`config.mk`:
```
export PLATFORM = sky130hd
export DESIGN_NAME = das_accum
export DESIGN_NICKNAME = d
export VERILOG_FILES = /design/src/rtl/das_accum.sv
export SDC_FILE = /design/constraint.sdc
export NUM_CORES = 1
export LEC_CHECK = 0
export ABC_AREA = 1
export CAP_MARGIN = 20
export CORE_ASPECT_RATIO = 0.8
export CORE_MARGIN = 2
export CORE_UTILIZATION = 40
export DETAILED_ROUTE_END_ITERATION = 16
export PLACE_DENSITY = 0.73
export SYNTH_ARGS = -nofsm -noshare
export SYNTH_HDL_FRONTEND = slang
export SYNTH_SLANG_ARGS = --single-unit
export TNS_END_PERCENT = 20
```
`constraint.sdc`:
```
create_clock -name clk -period 1.7 [get_ports clk]
set_input_delay 0.34 -clock clk [delete_from_list [all_inputs] [get_ports clk]]
set_output_delay 0.34 -clock clk [all_outputs]
set_load 0.01 [all_outputs]
```
`src/rtl/das_accum.sv`:
```
// Delay-and-sum accumulator: sums N_CH consecutive delayed samples into one focal-point value.
// Optional per-channel apodization weighting is compiled in when DAS_APOD_EN is defined.
module das_accum #(
   parameter int DATA_WIDTH = 16,
   parameter int N_CH       = 8,
   parameter int CH_W       = 3,
   parameter int ACC_WIDTH  = 19,
   parameter int POINT_W    = 10
) (
   input  logic                         clk,
   input  logic                         reset,
   input  logic signed [DATA_WIDTH-1:0] din,
   input  logic                         din_valid,
   output logic                         din_ready,
   output logic signed [ACC_WIDTH-1:0]  sum_out,
   output logic                         sum_valid,
   input  logic                         sum_ready,
   output logic [CH_W-1:0]              ch_idx,
   output logic [POINT_W-1:0]           point_idx
);

   // Handshakes: a beat transfers on a rising edge where valid && ready are both high;
   // valid never waits on ready, and a presented sum_out holds until it is taken.
   logic signed [ACC_WIDTH-1:0] acc;
   logic signed [ACC_WIDTH-1:0] din_ext;
   logic signed [ACC_WIDTH-1:0] term;
   logic                        last_ch;
   logic                        accept;
   logic                        consume;

   assign last_ch   = (ch_idx == CH_W'(N_CH - 1));
   assign consume   = sum_valid && sum_ready;
   // Only the closing channel needs a free output slot; earlier channels keep flowing.
   assign din_ready = !(last_ch && sum_valid && !sum_ready);
   assign accept    = din_valid && din_ready;
   assign din_ext   = ACC_WIDTH'(din);

`ifdef DAS_APOD_EN
   function automatic logic [7:0] apod_weight(input logic [CH_W-1:0] ch);
      logic [7:0] w;
      w = 8'd128;
      if (N_CH == 8) begin
         case (int'(ch))
            0, 7:    w = 8'd32;
            1, 6:    w = 8'd64;
            2, 5:    w = 8'd96;
            default: w = 8'd128;
         endcase
      end
      return w;
   endfunction

   logic signed [ACC_WIDTH+8:0] prod;

   // Weight is unsigned Q1.7; the arithmetic shift floors toward minus infinity.
   assign prod = din_ext * $signed({1'b0, apod_weight(ch_idx)});
   assign term = ACC_WIDTH'(prod >>> 7);
`else
   assign term = din_ext;
`endif

   always_ff @(posedge clk) begin
      if (reset) begin
         acc       <= '0;
         ch_idx    <= '0;
         point_idx <= '0;
         sum_out   <= '0;
         sum_valid <= 1'b0;
      end else begin
         if (consume) begin
            sum_valid <= 1'b0;
            point_idx <= point_idx + POINT_W'(1);
         end
         // A final-channel accept after the consume above re-arms sum_valid in the same edge.
         if (accept) begin
            if (last_ch) begin
               sum_out   <= acc + term;
               sum_valid <= 1'b1;
               acc       <= '0;
               ch_idx    <= '0;
            end else begin
               acc    <= acc + term;
               ch_idx <= ch_idx + CH_W'(1);
            end
         end
      end
   end

endmodule

```
* After elaboration in Yosys (flattened, before gate mapping)
Index checks and enable logic that the tools add are counted.
** Word-level totals
- Input bits :: 20
- Output and inout port bits :: 34
- Word-level logic and storage cells :: 21
- Bits in registers :: 52
** Cells by class
- Multiplexer cells :: 5
- Equal/unequal tests :: 1
- Add/sub/neg operators :: 3
- Reduce and logical (&&, ||, !) cells :: 7
** Operators by type and width (count)
- $add 19x16->19 :: 1
- $mux 19 :: 1
- $add 10x1->10 const B :: 1
- $logic_and 1x1->1 :: 4
- $add 3x1->3 const B :: 1
- $eq 3x3->1 const B :: 1
- $mux 1 :: 3
- $mux 3 :: 1
- $logic_not 1->1 :: 2
- $reduce_and 2->1 :: 1

* Logic depth before layout (Yosys ltp)
- Depth after elaboration :: 6
- Depth in mapped cells :: 15
- Depth with buffers taken out :: 15

* Worst setup path before layout
Ideal clock, no wire load.
- Path type :: input to register
- Start point :: input din[0]
- End point :: register sum_out[16]
- Stages :: 14
- Setup time :: 0.108 ns
- Buffers on the path :: 0
- Arrival time :: 1.689 ns
- Required time :: 1.592 ns
- Setup slack :: -0.098 ns
- Cell sequence :: ha_1 -> inv_1 -> fa_1 -> inv_1 -> nand3_1 -> nand3_1 -> nand2_1 -> nand2_1 -> nand2_1 -> nand2_1 -> nand2_1 -> nand2_1 -> a21o_1 -> inv_1
** Between the ends
- Longest elaborated chain between the ends :: 1
** Ends and longest elaborated chain
- from (decl) :: RTL line 12 : input logic signed [DATA_WIDTH-1:0] din,
- $add 19x16->19 :: RTL line 77 : sum_out <= acc + term;
- to (signal assigned) :: RTL line 77
- to (decl) :: RTL line 15 : output logic signed [ACC_WIDTH-1:0] sum_out,
Every way passes these cells.
A chain may end at the register's enable or synchronous reset.

* Worst setup path after layout
- Start point :: register acc[0]
- End point :: register sum_out[12]
** Between the ends
- Longest elaborated chain between the ends :: 1
** Ends and longest elaborated chain
- from (decl) :: RTL line 24 : logic signed [ACC_WIDTH-1:0] acc;
- from (signal assigned) :: RTL line 82 : acc <= acc + term;
- $add 19x16->19 :: RTL line 77
Every way passes these cells.

==> results.toml <==
[status]
status = "finished with violations"
violations = "setup timing"

[place]
portBuffers = 53
hpwlAfterDp_mm = 6.24
place.gp.congestion = 0.945
dp_slack_ns = -0.630

[clocking]
ctsHtreeMaxLevel = 2
cts.sinks = 52
clkTransAtPathRegs_ns = 0.09
numCtsBuffers = 5
cts_tree = "done"
clock_path_buffers = 2
clock-root-buffer = "clkbuf_8"
worstSkewPairLatency_ns = 0.32

[yosys]
synthFlopType = "dfxtp_1"
synth-seq-area-share = 0.337
synth_nets = 502
synth_xor_area_frac = 0.0255
yosys.area_share.simple = 0.295
synth-compound-area-share = 0.152
synth-seq-cells = 52
synth_area_leaders = "dfxtp_1, nand2_1, ha_1, inv_1, a21oi_1"
ys_types = 31
synth_warnings = 0
async_reset_ff_frac = 0
muxShareOfSynthArea = 0
synth_most_common_cell = "nand2_1"
synth_area_sq_mm = 0.00309
synthAdderAreaFrac = 0.0916
syn_avg_cell_area_sq_um = 6.71
synth.top_cell.area_share = 0.337
synth_edf_count = 0
netlist_top_cells_count = "nand2_1, inv_1, dfxtp_1"
synth_top_cell_by_area = "dfxtp_1"
synth_top_family_by_area = "simple AND/OR/NAND/NOR gates"
netlist_instances = 460

[worst_setup_path]
path_max_fanout = 3
worstPathRequired_ns = 1.91
arrival_ns = 1.98
setup.worst_path.end_class = "flop"
worstSetupStartpointType = "flop"
critPathSlowestCell = "dfxtp_2"
crit_chain = "ha_4 > inv_2 > fa_2 > inv_2 > nand3_2 > nand3_2 > nand2_2 > nand2_4 > nand2_4 > nand3_2 > nand2_2 > o21bai_1 > inv_1"
crit_path_max_incr_delay_ns = 0.36
crit_top_cell = "nand3_2"
reg2reg_slack_ns = -0.06
path_class = "reg -> reg"

[die]
core-area_sq_mm = 0.00743
dieHeight_microns = 82.6
die_x_microns = 102
io_pins = 54
rows = 28
dieArea_sq_mm = 0.00844
start_util = 0.416

[grt]
grt_max_degree = 27
grt_pass1_wl_mm = 13.5
grt-busiest-layer = "met2"
grt_pass1_vias = 3068
met2_usage = 0.338
globalRouteOverflowTotal = 0
globalRouteMet3Util = 0.0345
grt_usage = 0.205
grt_util_met1 = 0.272
antenna_found_initial = 0

[sta]
tns_ns = -0.201
period_needed_ns = 1.76
timing.fmax_mhz = 567
worst_pin_slew_ns = 0.395
slew_violations = 0
postLayoutSetupSlackWorst_ns = -0.0634
rsz0062_at_grt = "true"
timing.final.hold_violations = 0
slew_headroom = 0.734
final.period_utilization = 1.04
setup_viol = 7
finClkSkew_ns = 0.00658

[cells_and_area]
layout-drive-gt1-share = 0.244
multi_input_area_sq_mm = 0.00215
seq_area_sq_mm = 0.00105
final_net_count = 603
nFillCells = 676
utilization = 0.620
antenna_cells = 0
synthToLayoutAreaGrowth_pct = 49.1

[routing]
wirelength_mm = 8.57
postRouteAntennaNets = 0
drc = 0
drt_iter0_drc = 173
vias = 3253
wl_per_cell_microns = 12.8
via_per_inst = 4.88
first_pass_iters = 4

[power_and_ir_drop]
power_mw = 3.35
irDropWorstVdd_mv = 0.400
p_leak_nw = 2.18
power_per_cell_area_mw_per_mm2 = 728

[worst_hold_path]
hold_class = "reg -> reg"

[flow_run]
max_cap_violations = 0
[critical path: cells and delay by family (launching register included)]
family,cells,cell delay [ns]
AOI/OAI and AO/OA,1,0.16
buffers and inverters,3,0.16
adders and majority gates,2,0.47
DFF,1,0.36
and+or+nand+nor,7,0.51
[placed cells by master (no fill, tap or decap), drive strengths merged, types with 3 or more instances in the layout]
master         synthesis  routed
nand2                141     141
inv                   63      63
buf                    8      54
dfxtp                 52      52
a21oi                 43      43
clkdlybuf4s50          0      38
nor2                  35      35
nand3                 28      28
o21ai                 23      23
ha                    21      21
dlygate4sd2            0      11
o21a                   9       9
nor3                   7       7
clkbuf                 4       7
xor2                   7       7
a21o                   4       4
o21bai                 4       4
dlymetal6s2s           0       3
[where the power goes]
part	internal (mW)	total, mW	switching [mW]	leakage (nW)
clock	0.332	0.766	0.434	0.0445
combinational	0.585	1.25	0.661	1.71
sequential	1.29	1.34	0.0547	0.425
total	2.20	3.35	1.15	2.18
[routing by layer]
metal / vias to the layer above / share of wire
met5: - / 0
met4: 0 / 0.014
met3: 12 / 0.062
met2: 94 / 0.46
met1: 1477 / 0.47
li1: 1670 / -
[cell type report]
type | instances | area share
multi-input cells | 333 | 0.467
flip-flops and latches | 52 | 0.228
repair buffers | 106 | 0.205
inverters | 63 | 0.0513
well taps | 105 | 0.0285
clock buffers | 7 | 0.0187
clock inverters | 1 | 0.00163
[state kept, by name, indices dropped and copies added, names as in the netlist]
signal,flops
point_idx,10
sum_valid,1
acc,19
ch_idx,3
sum_out,19
[path summary, 6_finish.rpt]
check	start	end	cells after the start
worst max-delay path	acc[0]	sum_out[12]	13
worst min register to register	sum_out[0]	sum_out[0]	2
worst max register to register	acc[0]	sum_out[12]	13
worst min-delay path	sum_out[0]	sum_out[0]	2
[stage by stage]
step / hold slack [ns] / area [sq um] / std cells
floorplan: 0.448 / 3110 / 460
global placement: 0.451 / 4110 / 657
detailed placement: 0.462 / 4110 / 657
CTS: 0.480 / 4480 / 666
global route: 0.507 / 4610 / 667
finish: 0.475 / 4610 / 667
[logic make-up (layout without fill, tap and decap cells)]
kind of cell | Yosys count | count (layout)
AO/OA/AOI/OAI | 84 | 84
buffers and inverters | 75 | 177
AND/OR/NAND/NOR | 218 | 218
flip-flops | 52 | 52
adder cells (fa/ha/maj) | 22 | 22
XOR/XNOR | 9 | 9
[timing repair]
item | in CTS | in global routing
buffers inserted | 1 | 1
endpoints found under the setup margin | 29 | 31
resized for setup | 60 | 31
pin swaps | 17 | 15
hold buffers | 0 | 0
No activity file was read; power rests on OpenSTA's default activity.
